`src/rtl/wb_b3_burst_master.sv`:
```
// ============================================================================
// Module   : wb_b3_burst_master
// Brief    : Wishbone B3 master issuing linear incrementing bursts or classic cycles.
// Revision : 1.0
// ============================================================================
`default_nettype none

module wb_b3_burst_master #(
    parameter int dw      = 32,
    parameter int aw      = 32,
    parameter int LEN_W   = 4,
    parameter int TIMEOUT = 255
) (
    input  logic             wb_clk_i,
    input  logic             wb_rst_n_i,
    input  logic             req_valid_i,
    output logic             req_ready_o,
    input  logic             req_we_i,
    input  logic [aw-1:0]    req_adr_i,
    input  logic [LEN_W-1:0] req_len_i,
    input  logic [dw-1:0]    wr_dat_i,
    input  logic             wr_valid_i,
    output logic             wr_ready_o,
    output logic [dw-1:0]    rd_dat_o,
    output logic             rd_valid_o,
    output logic             rd_last_o,
    output logic             done_o,
    output logic             err_o,
    output logic [aw-1:0]    wb_adr_o,
    output logic [1:0]       wb_bte_o,
    output logic [2:0]       wb_cti_o,
    output logic             wb_cyc_o,
    output logic             wb_stb_o,
    output logic             wb_we_o,
    output logic [3:0]       wb_sel_o,
    output logic [dw-1:0]    wb_dat_o,
    input  logic             wb_ack_i,
    input  logic             wb_err_i,
    input  logic             wb_rty_i,
    input  logic [dw-1:0]    wb_dat_i
);

    localparam logic [1:0] IDLE  = 2'd0;
    localparam logic [1:0] BURST = 2'd1;
    localparam logic [1:0] DONE  = 2'd2;

    localparam int              TO_W   = (TIMEOUT < 2) ? 1 : $clog2(TIMEOUT + 1);
    localparam logic [TO_W-1:0] TO_MAX = TO_W'(TIMEOUT);

    logic [1:0]       state_q, state_d;
    logic             we_q, we_d;
    logic [LEN_W-1:0] len_q, len_d;
    logic [LEN_W-1:0] cnt_q, cnt_d;
    logic [aw-1:0]    adr_q, adr_d;
    logic [2:0]       cti_q, cti_d;
    logic             cyc_q, cyc_d;
    logic             err_q, err_d;
    logic [TO_W-1:0]  to_q, to_d;
    logic             rd_valid_q, rd_last_q;
    logic [dw-1:0]    rd_dat_q;

    logic w_stb, w_fault, w_ack, w_final, w_to_hit;
    logic w_unused_adr;

    assign w_unused_adr = ^req_adr_i[1:0];

    // Writes only strobe when a data beat is actually available
    assign w_stb    = cyc_q & (~we_q | wr_valid_i);
    assign w_fault  = w_stb & (wb_err_i | wb_rty_i);
    assign w_ack    = w_stb & wb_ack_i & ~(wb_err_i | wb_rty_i);
    assign w_final  = (cnt_q == len_q);
    assign w_to_hit = (TIMEOUT != 0) && ((to_q + TO_W'(1)) == TO_MAX);

    always_comb begin
        state_d = state_q;
        we_d    = we_q;
        len_d   = len_q;
        cnt_d   = cnt_q;
        adr_d   = adr_q;
        cti_d   = cti_q;
        cyc_d   = cyc_q;
        err_d   = err_q;
        to_d    = to_q;
        case (state_q)
            IDLE: begin
                if (req_valid_i) begin
                    state_d = BURST;
                    we_d    = req_we_i;
                    len_d   = req_len_i;
                    adr_d   = {req_adr_i[aw-1:2], 2'b00};
                    cnt_d   = '0;
                    cti_d   = (req_len_i == '0) ? 3'b000 : 3'b010;
                    cyc_d   = 1'b1;
                    err_d   = 1'b0;
                    to_d    = '0;
                end
            end
            BURST: begin
                if (w_fault) begin
                    state_d = DONE;
                    cyc_d   = 1'b0;
                    cti_d   = 3'b000;
                    err_d   = 1'b1;
                end else if (w_ack) begin
                    adr_d = adr_q + aw'(4);
                    cnt_d = cnt_q + LEN_W'(1);
                    to_d  = '0;
                    if (w_final) begin
                        state_d = DONE;
                        cyc_d   = 1'b0;
                        cti_d   = 3'b000;
                    end else if ((cnt_q + LEN_W'(1)) == len_q) begin
                        cti_d = 3'b111;
                    end
                end else if (w_to_hit) begin
                    state_d = DONE;
                    cyc_d   = 1'b0;
                    cti_d   = 3'b000;
                    err_d   = 1'b1;
                end else begin
                    to_d = to_q + TO_W'(1);
                end
            end
            DONE:    state_d = IDLE;
            default: state_d = IDLE;
        endcase
    end

    always_ff @(posedge wb_clk_i or negedge wb_rst_n_i) begin
        if (!wb_rst_n_i) begin
            state_q    <= IDLE;
            we_q       <= 1'b0;
            len_q      <= '0;
            cnt_q      <= '0;
            adr_q      <= '0;
            cti_q      <= 3'b000;
            cyc_q      <= 1'b0;
            err_q      <= 1'b0;
            to_q       <= '0;
            rd_valid_q <= 1'b0;
            rd_last_q  <= 1'b0;
            rd_dat_q   <= '0;
        end else begin
            state_q    <= state_d;
            we_q       <= we_d;
            len_q      <= len_d;
            cnt_q      <= cnt_d;
            adr_q      <= adr_d;
            cti_q      <= cti_d;
            cyc_q      <= cyc_d;
            err_q      <= err_d;
            to_q       <= to_d;
            rd_valid_q <= w_ack & ~we_q;
            rd_last_q  <= w_ack & ~we_q & w_final;
            if (w_ack & ~we_q) begin
                rd_dat_q <= wb_dat_i;
            end
        end
    end

    assign req_ready_o = (state_q == IDLE);
    assign wr_ready_o  = w_ack & we_q;
    assign rd_dat_o    = rd_dat_q;
    assign rd_valid_o  = rd_valid_q;
    assign rd_last_o   = rd_last_q;
    assign done_o      = (state_q == DONE);
    assign err_o       = (state_q == DONE) & err_q;
    assign wb_adr_o    = adr_q;
    assign wb_bte_o    = 2'b00;
    assign wb_cti_o    = cti_q;
    assign wb_cyc_o    = cyc_q;
    assign wb_stb_o    = w_stb;
    assign wb_we_o     = we_q;
    assign wb_sel_o    = 4'hf;
    assign wb_dat_o    = (cyc_q & we_q) ? wr_dat_i : '0;

endmodule

`default_nettype wire

```
`config.mk`:
```
export PLATFORM = sky130hd
export DESIGN_NAME = wb_b3_burst_master
export DESIGN_NICKNAME = d
export VERILOG_FILES = /design/src/rtl/wb_b3_burst_master.sv
export SDC_FILE = /design/constraint.sdc
export NUM_CORES = 1
export LEC_CHECK = 0
export CAP_MARGIN = 20
export CORE_ASPECT_RATIO = 1.5
export CORE_MARGIN = 5
export CORE_UTILIZATION = 50
export CTS_CLUSTER_SIZE = 10
export DETAILED_ROUTE_END_ITERATION = 8
export DONT_BUFFER_PORTS = 1
export GPL_TIMING_DRIVEN = 0
export PLACE_DENSITY = 0.7
export SLEW_MARGIN = 20
export SYNTH_ARGS = -nofsm -noshare
export SYNTH_HDL_FRONTEND = slang
export SYNTH_SLANG_ARGS = --single-unit
```
`constraint.sdc`:
```
create_clock -name wb_clk_i -period 6.2 [get_ports wb_clk_i]
set_clock_uncertainty 0.15 [all_clocks]
set_input_delay 0.62 -clock wb_clk_i [delete_from_list [all_inputs] [get_ports wb_clk_i]]
set_output_delay 0.62 -clock wb_clk_i [all_outputs]
set_load 0.005 [all_outputs]
```
==> results of run 1 <==
-- final cells by class --
type	count	share of cell area (%)
inverters	8	0.558
clock buffers	9	4.19
plain buffers	38	3.49
well taps	115	2.68
repair buffers	1	0.512
multi-input cells	382	46.3
flip-flops and latches	87	40.5
clock inverters	7	1.77
-- power groups by stage --
stage	registers (mW)	logic, mW	clock network [mW]
after CTS	1.13	0.989	0.592
after detailed placement	1.14	0.970	0
final	1.13	0.989	0.584
after floorplan	1.03	0.755	0
after global placement	1.13	0.938	0
after global routing	1.16	1.11	0.614
-- metrics by stage --
stage	setup WS [ns]	hold slack (ns)
2_1_floorplan	3.93	0.174
3_3_place_gp	3.61	0.177
3_5_place_dp	3.56	0.177
4_1_cts	3.47	0.0493
5_1_grt	3.35	0.0663
6_report	3.48	0.0290
-- Yosys cell counts (9+ instances only) --
cell type,n
dfrtp_1,87
nand2_1,52
and3_1,40
nor2_1,33
mux2_2,32
a21oi_1,28
clkbuf_1,20
o21ai_0,19
nand4_1,12
nand3_1,11
nor3_1,10
buf_2,9
buf_4,9
-- state kept, by name, indices dropped and copies added (netlist names), 2 cells and up --
register  flops
rd_dat_o     32
wb_adr_o     30
to_q          8
cnt_q         4
len_q         4
state_q       2
wb_cti_o      2
-- worst paths after layout --
check                             startpoint            to  slack, ns  cells past startpoint
worst max-delay path              state_q[1]         err_o       3.48                      4
worst min-delay path              wb_rst_n_i  wb_adr_o[13]       0.03                      1
worst max register to register   wb_adr_o[2]  wb_adr_o[30]       3.60                      6
worst min register to register      len_q[3]      len_q[3]       0.36                      2
max in group asynchronous         wb_rst_n_i      len_q[1]       5.53                      1
min in group wb_clk_i           req_len_i[2]      len_q[2]       0.23                      2
-- cell families (layout without fill, tap and decap cells) --
| kind of cell | Yosys count | after routing | share of synthesized area [%] |
|---|---|---|---|
| xor+xnor | 10 | 10 | 2.11 |
| mux | 33 | 33 | 7.62 |
| compound gates | 119 | 119 | 16.7 |
| fa+ha+maj | 4 | 4 | 1.03 |
| flops | 87 | 87 | 44.8 |
| other cells | 2 | 8 | 0.154 |
| buf+inv | 46 | 63 | 4.48 |
| simple gates | 208 | 208 | 23.2 |
-- worst max-delay path, delay by kind of cell, from the launching register on --
family,cells,cell delay (ns)
buffers and inverters,2,0.76
AND/OR/NAND/NOR,2,0.53
flip-flops,1,0.32
-- what timing repair did --
action / CTS / global route
resized for setup: 0 / 0
endpoints found under the hold margin: 87 / 0
endpoints found under the setup margin: 0 / 0
hold buffers: 1 / 0
-- cell usage in the layout, fill, tap and decap left out, drive strengths merged, types with 7 or more instances in the layout --
cell,n
clkbuf,29
a21oi,28
o21ai,19
buf,19
xor2,8
inv,12
and2,7
nand2b,7
o211ai,8
conb,8
o22a,8
nor3,10
dfrtp,87
nand3,11
and3,40
nor2,34
nand2,52
mux2,32
nand4,13
-- routing by layer --
metal	up-vias	part of all wire, %
li1	1901	-
met1	2058	33
met2	238	54
met3	43	8.7
met4	0	3.7
met5	-	0
==> results.toml, run 1 <==
[status]
status = "finished, final reports clean"

[detailed_routing]
ant_nets = 0
wl_per_cell_um = 23.1
drt_iter0_markers = 214
drc = 0
drtPass1Iterations = 5
via_per_inst = 6.55
wl_um = 15000
num_vias = 4240

[global_routing]
grt_pass1_vias = 4551
overflow = 0
grt_pass1_wl_um = 23500
grt_max_degree = 88
grt.met1_usage_pct = 25.2
grt_antenna_before_repair = 0
track_usage_pct = 25.0
met2_usage_pct = 46.8
grt.busiest_layer = "met2"
use_met3_pct = 7.10

[worst_setup_path]
critical_path_class = "reg -> out"
required_ns = 5.43
cpPeakStageDelay_ns = 0.44
crit_chain = "clkbuf_1 > clkbuf_1 > nor2b_1 > and2_1"
slowest_stage = "clkbuf_1"
worstPathArrival_ns = 1.95
path_max_fanout = 10
startpoint_type = "register"
end_kind = "output port"
cp_common_cell = "clkbuf_1"

[die]
io-pin-count = 222
num_rows = 44
die_area_um2 = 11800
core_um2 = 9580
die_w_um = 90.5
die_y_um = 131
initial_core_util_pct = 50.8

[yosys]
synth-seq-area-share_pct = 44.8
synth_area_leaders = "dfrtp_1 45%, mux2_2 7.4%, and3_1 5.1%"
synth_edf_count = 0
synth_top_area_share_pct = 44.8
synth_cells = 509
yosysTopAreaCell = "dfrtp_1"
avgSynthCellArea_um2 = 9.55
ys_warn_count = 0
ys_ff_latch = 87
synth_flop_cell = "dfrtp_1"
yosysUniqueCellTypes = 64
async_reset_ff_share_pct = 100
syn_area_um2 = 4860

[cells_and_area]
final_util_pct = 56.1
syn_to_final_growth_pct = 10.6
diodes = 0
fin_nets = 639
seqCellArea_um2 = 2180
drive_above_1_share_pct = 14.7
instances_no_fill = 647
multi_input_area_um2 = 2490
fin_area_um2 = 5380
fill_cells = 845

[sta]
worstMarginPinSlew_ns = 0.787
setup_tns_ns = 0
fin_crit_sh_pct = 43.8
hold_violations = 0
rsz0062_at_grt = "false"
setup_violations = 0
clock.fmax_mhz = 368
slew_viol_final = 0
period_needed_ns = 2.72
slew-limit-headroom_pct = 47.3

[clock_network]
cts_buffer_depth = 2
insertion_delay_ns = 0.35
htree_num_levels = 3
tritoncts = "done"
root_buffer = "clkbuf_16"
clock_sinks = 87
path_clk_slew_ns = 0.07
cts_made_buffers = 9
postCtsSetupRepairBufs = 0

[min_path]
hold_path_class = "in -> async"

[pwr]
p_switching_mw = 1.15
finalPower_mw = 2.70
p_clk_share_pct = 21.6
internal-power_mw = 1.55
combPwrFrac_pct = 36.6
p_seq_share_pct = 41.8
power_density_nw_per_um2 = 502
vdd_drop_max_v = 0.000236
switching_share_pct = 42.6
p_leak_nw = 2.36

[placement]
globalplace.congestion = 0.913
dp_hpwl_um = 11500
io_buffers = 0
numPlacedInstances = 630
place_area_um2 = 5030

[flow_run]
max-cap-violations = 0
No activity file was read; power rests on OpenSTA's default activity.
==> inputs of run 2 (changes only) <==
PLACE_DENSITY = 0.73   (was 0.7)
clock period = 2.25 ns   (was 6.2 ns; I/O delays follow)
==> results.toml, run 2 (same netlist as run 1, synthesis figures left out) <==
[sta]
clock.fmax_mhz = 454
holdWs_ns = -0.587
slew-limit-headroom_pct = 50.1
slew_viol_final = 0
period_needed_ns = 2.20
setup_tns_ns = 0
hold_violations = 87
worstMarginPinSlew_ns = 0.747
setup_slack_ns = 0.0497
rsz0062_at_grt = "false"
setup_violations = 0
fin_crit_sh_pct = 97.8

[worst_setup_path]
worstRegToRegCells = 5
cp_common_cell = "clkbuf_1"
startpoint_type = "register"
slowest_stage = "clkbuf_1"
required_ns = 1.88
worst-path-buf-inv = 2
end_kind = "output port"
critical_path_class = "reg -> out"
r2r_slack_ns = 0.07
regToRegStartpoint = "wb_adr_o[15]"
path_max_fanout = 10
cp-startpoint = "state_q[0]"
crit_chain = "clkbuf_1 > clkbuf_1 > nor2b_1 > and2_1"
crit_family = "buffers and inverters"
cpPeakStageDelay_ns = 0.42
worstPathArrival_ns = 1.83
reg2reg_to = "wb_adr_o[29]"

[clock_network]
path_clk_slew_ns = 0.07
ctsHoldBuffers = 55
cts_made_buffers = 9
tritoncts = "done"
insertion_delay_ns = 0.35
htree_num_levels = 3
cts_buffer_depth = 2
root_buffer = "clkbuf_16"
clock_sinks = 87

[pwr]
finalPower_mw = 7.60
p_leak_nw = 2.65
vdd_drop_max_v = 0.000788
power_density_nw_per_um2 = 1260

[global_routing]
grt_pass1_wl_um = 25000
track_usage_pct = 26.7
overflow = 0
grt_pass1_vias = 4721
grt_antenna_before_repair = 0
grt_max_degree = 88

[placement]
preCtsSetupSlack_ns = -0.267
globalplace.congestion = 0.920
dp_hpwl_um = 11500
io_buffers = 0

[cells_and_area]
fill_cells = 759
largest_reg_flops = 32
layout_common_cells = "82 x dfrtp_1, 55 x dlygate4sd3_1, 51 x nand2_1, 38 x and3_1, 32 x mux2_2"
syn_to_final_growth_pct = 24.1
diodes = 0
final_common_cell = "dfrtp_1"
fin_nets = 694
drive_above_1_share_pct = 18.7

[detailed_routing]
drtPass1Iterations = 5
wl_per_cell_um = 23.0
drc = 0
drt_iter0_markers = 280
ant_nets = 0
via_per_inst = 6.45
num_vias = 4527
wl_um = 16100

[die]
die_w_um = 90.5
core_um2 = 9580
io-pin-count = 222
die_area_um2 = 11800
num_rows = 44
initial_core_util_pct = 50.8
die_y_um = 131

[status]
violations = "hold timing"
status = "finished, violations left"

[min_path]
hold_path_class = "in -> async"

[flow_run]
max-cap-violations = 0
run 2: what timing repair did:
action                     4_1_cts  5_1_grt
hold endpoints to repair       142       87
setup buffers                    3        0
pin swaps                        2        0
setup endpoints to repair       79       97
gates resized for setup         16       30
run 2: cell type report:
type	instances	area, um^2	share of cell area [%]
Buffer	36	193	3.19
Timing Repair Buffer	58	573	9.49
Sequential cell	87	2180	36.2
Multi-Input combinational cell	382	2610	43.2
Clock inverter	7	81.3	1.35
Clock buffer	9	225	3.73
Inverter	8	30.0	0.497
Tap cell	115	144	2.38
run 2: where the power goes:
group          switching [mW]  total [mW]  leakage (nW)  internal, mW
clock network           0.726        1.52         0.150         0.793
logic                    1.67        2.90          1.44          1.23
registers               0.918        3.18          1.06          2.26
total                    3.31        7.60          2.65          4.28
run 2: per-layer routing:
layer | wire length (um) | GRT usage, %
met5 | 0 | 0
met4 | 598 | 12.7
met3 | 1470 | 8.42
met2 | 8750 | 49.9
met1 | 5330 | 26.7
run 2: through the flow:
| stage | cells | instance area, um^2 | hold slack [ns] | util [%] |
|---|---|---|---|---|
| finish | 702 | 6040 | -0.587 | 63.0 |
| detailed placement | 630 | 5030 | -0.218 | 52.5 |
| global placement | 630 | 5030 | -0.218 | 52.5 |
| floorplan | 515 | 4890 | -0.221 | - |
| CTS | 703 | 5970 | -0.590 | 62.3 |
| global route | 702 | 6040 | -0.601 | 63.0 |
run 2: worst max-delay path by stage:
stage / slack [ns] / cells after the start / to
2_1_floorplan: 0.22 / 6 / wb_cti_o[1]
4_1_cts: 0.005 / 6 / wb_adr_o[21]
5_1_grt: 0.004 / 5 / wb_cti_o[1]
3_3_place_gp: -0.19 / 6 / wb_adr_o[30]
3_5_place_dp: -0.27 / 5 / wb_adr_o[27]
6_report: 0.05 / 4 / err_o
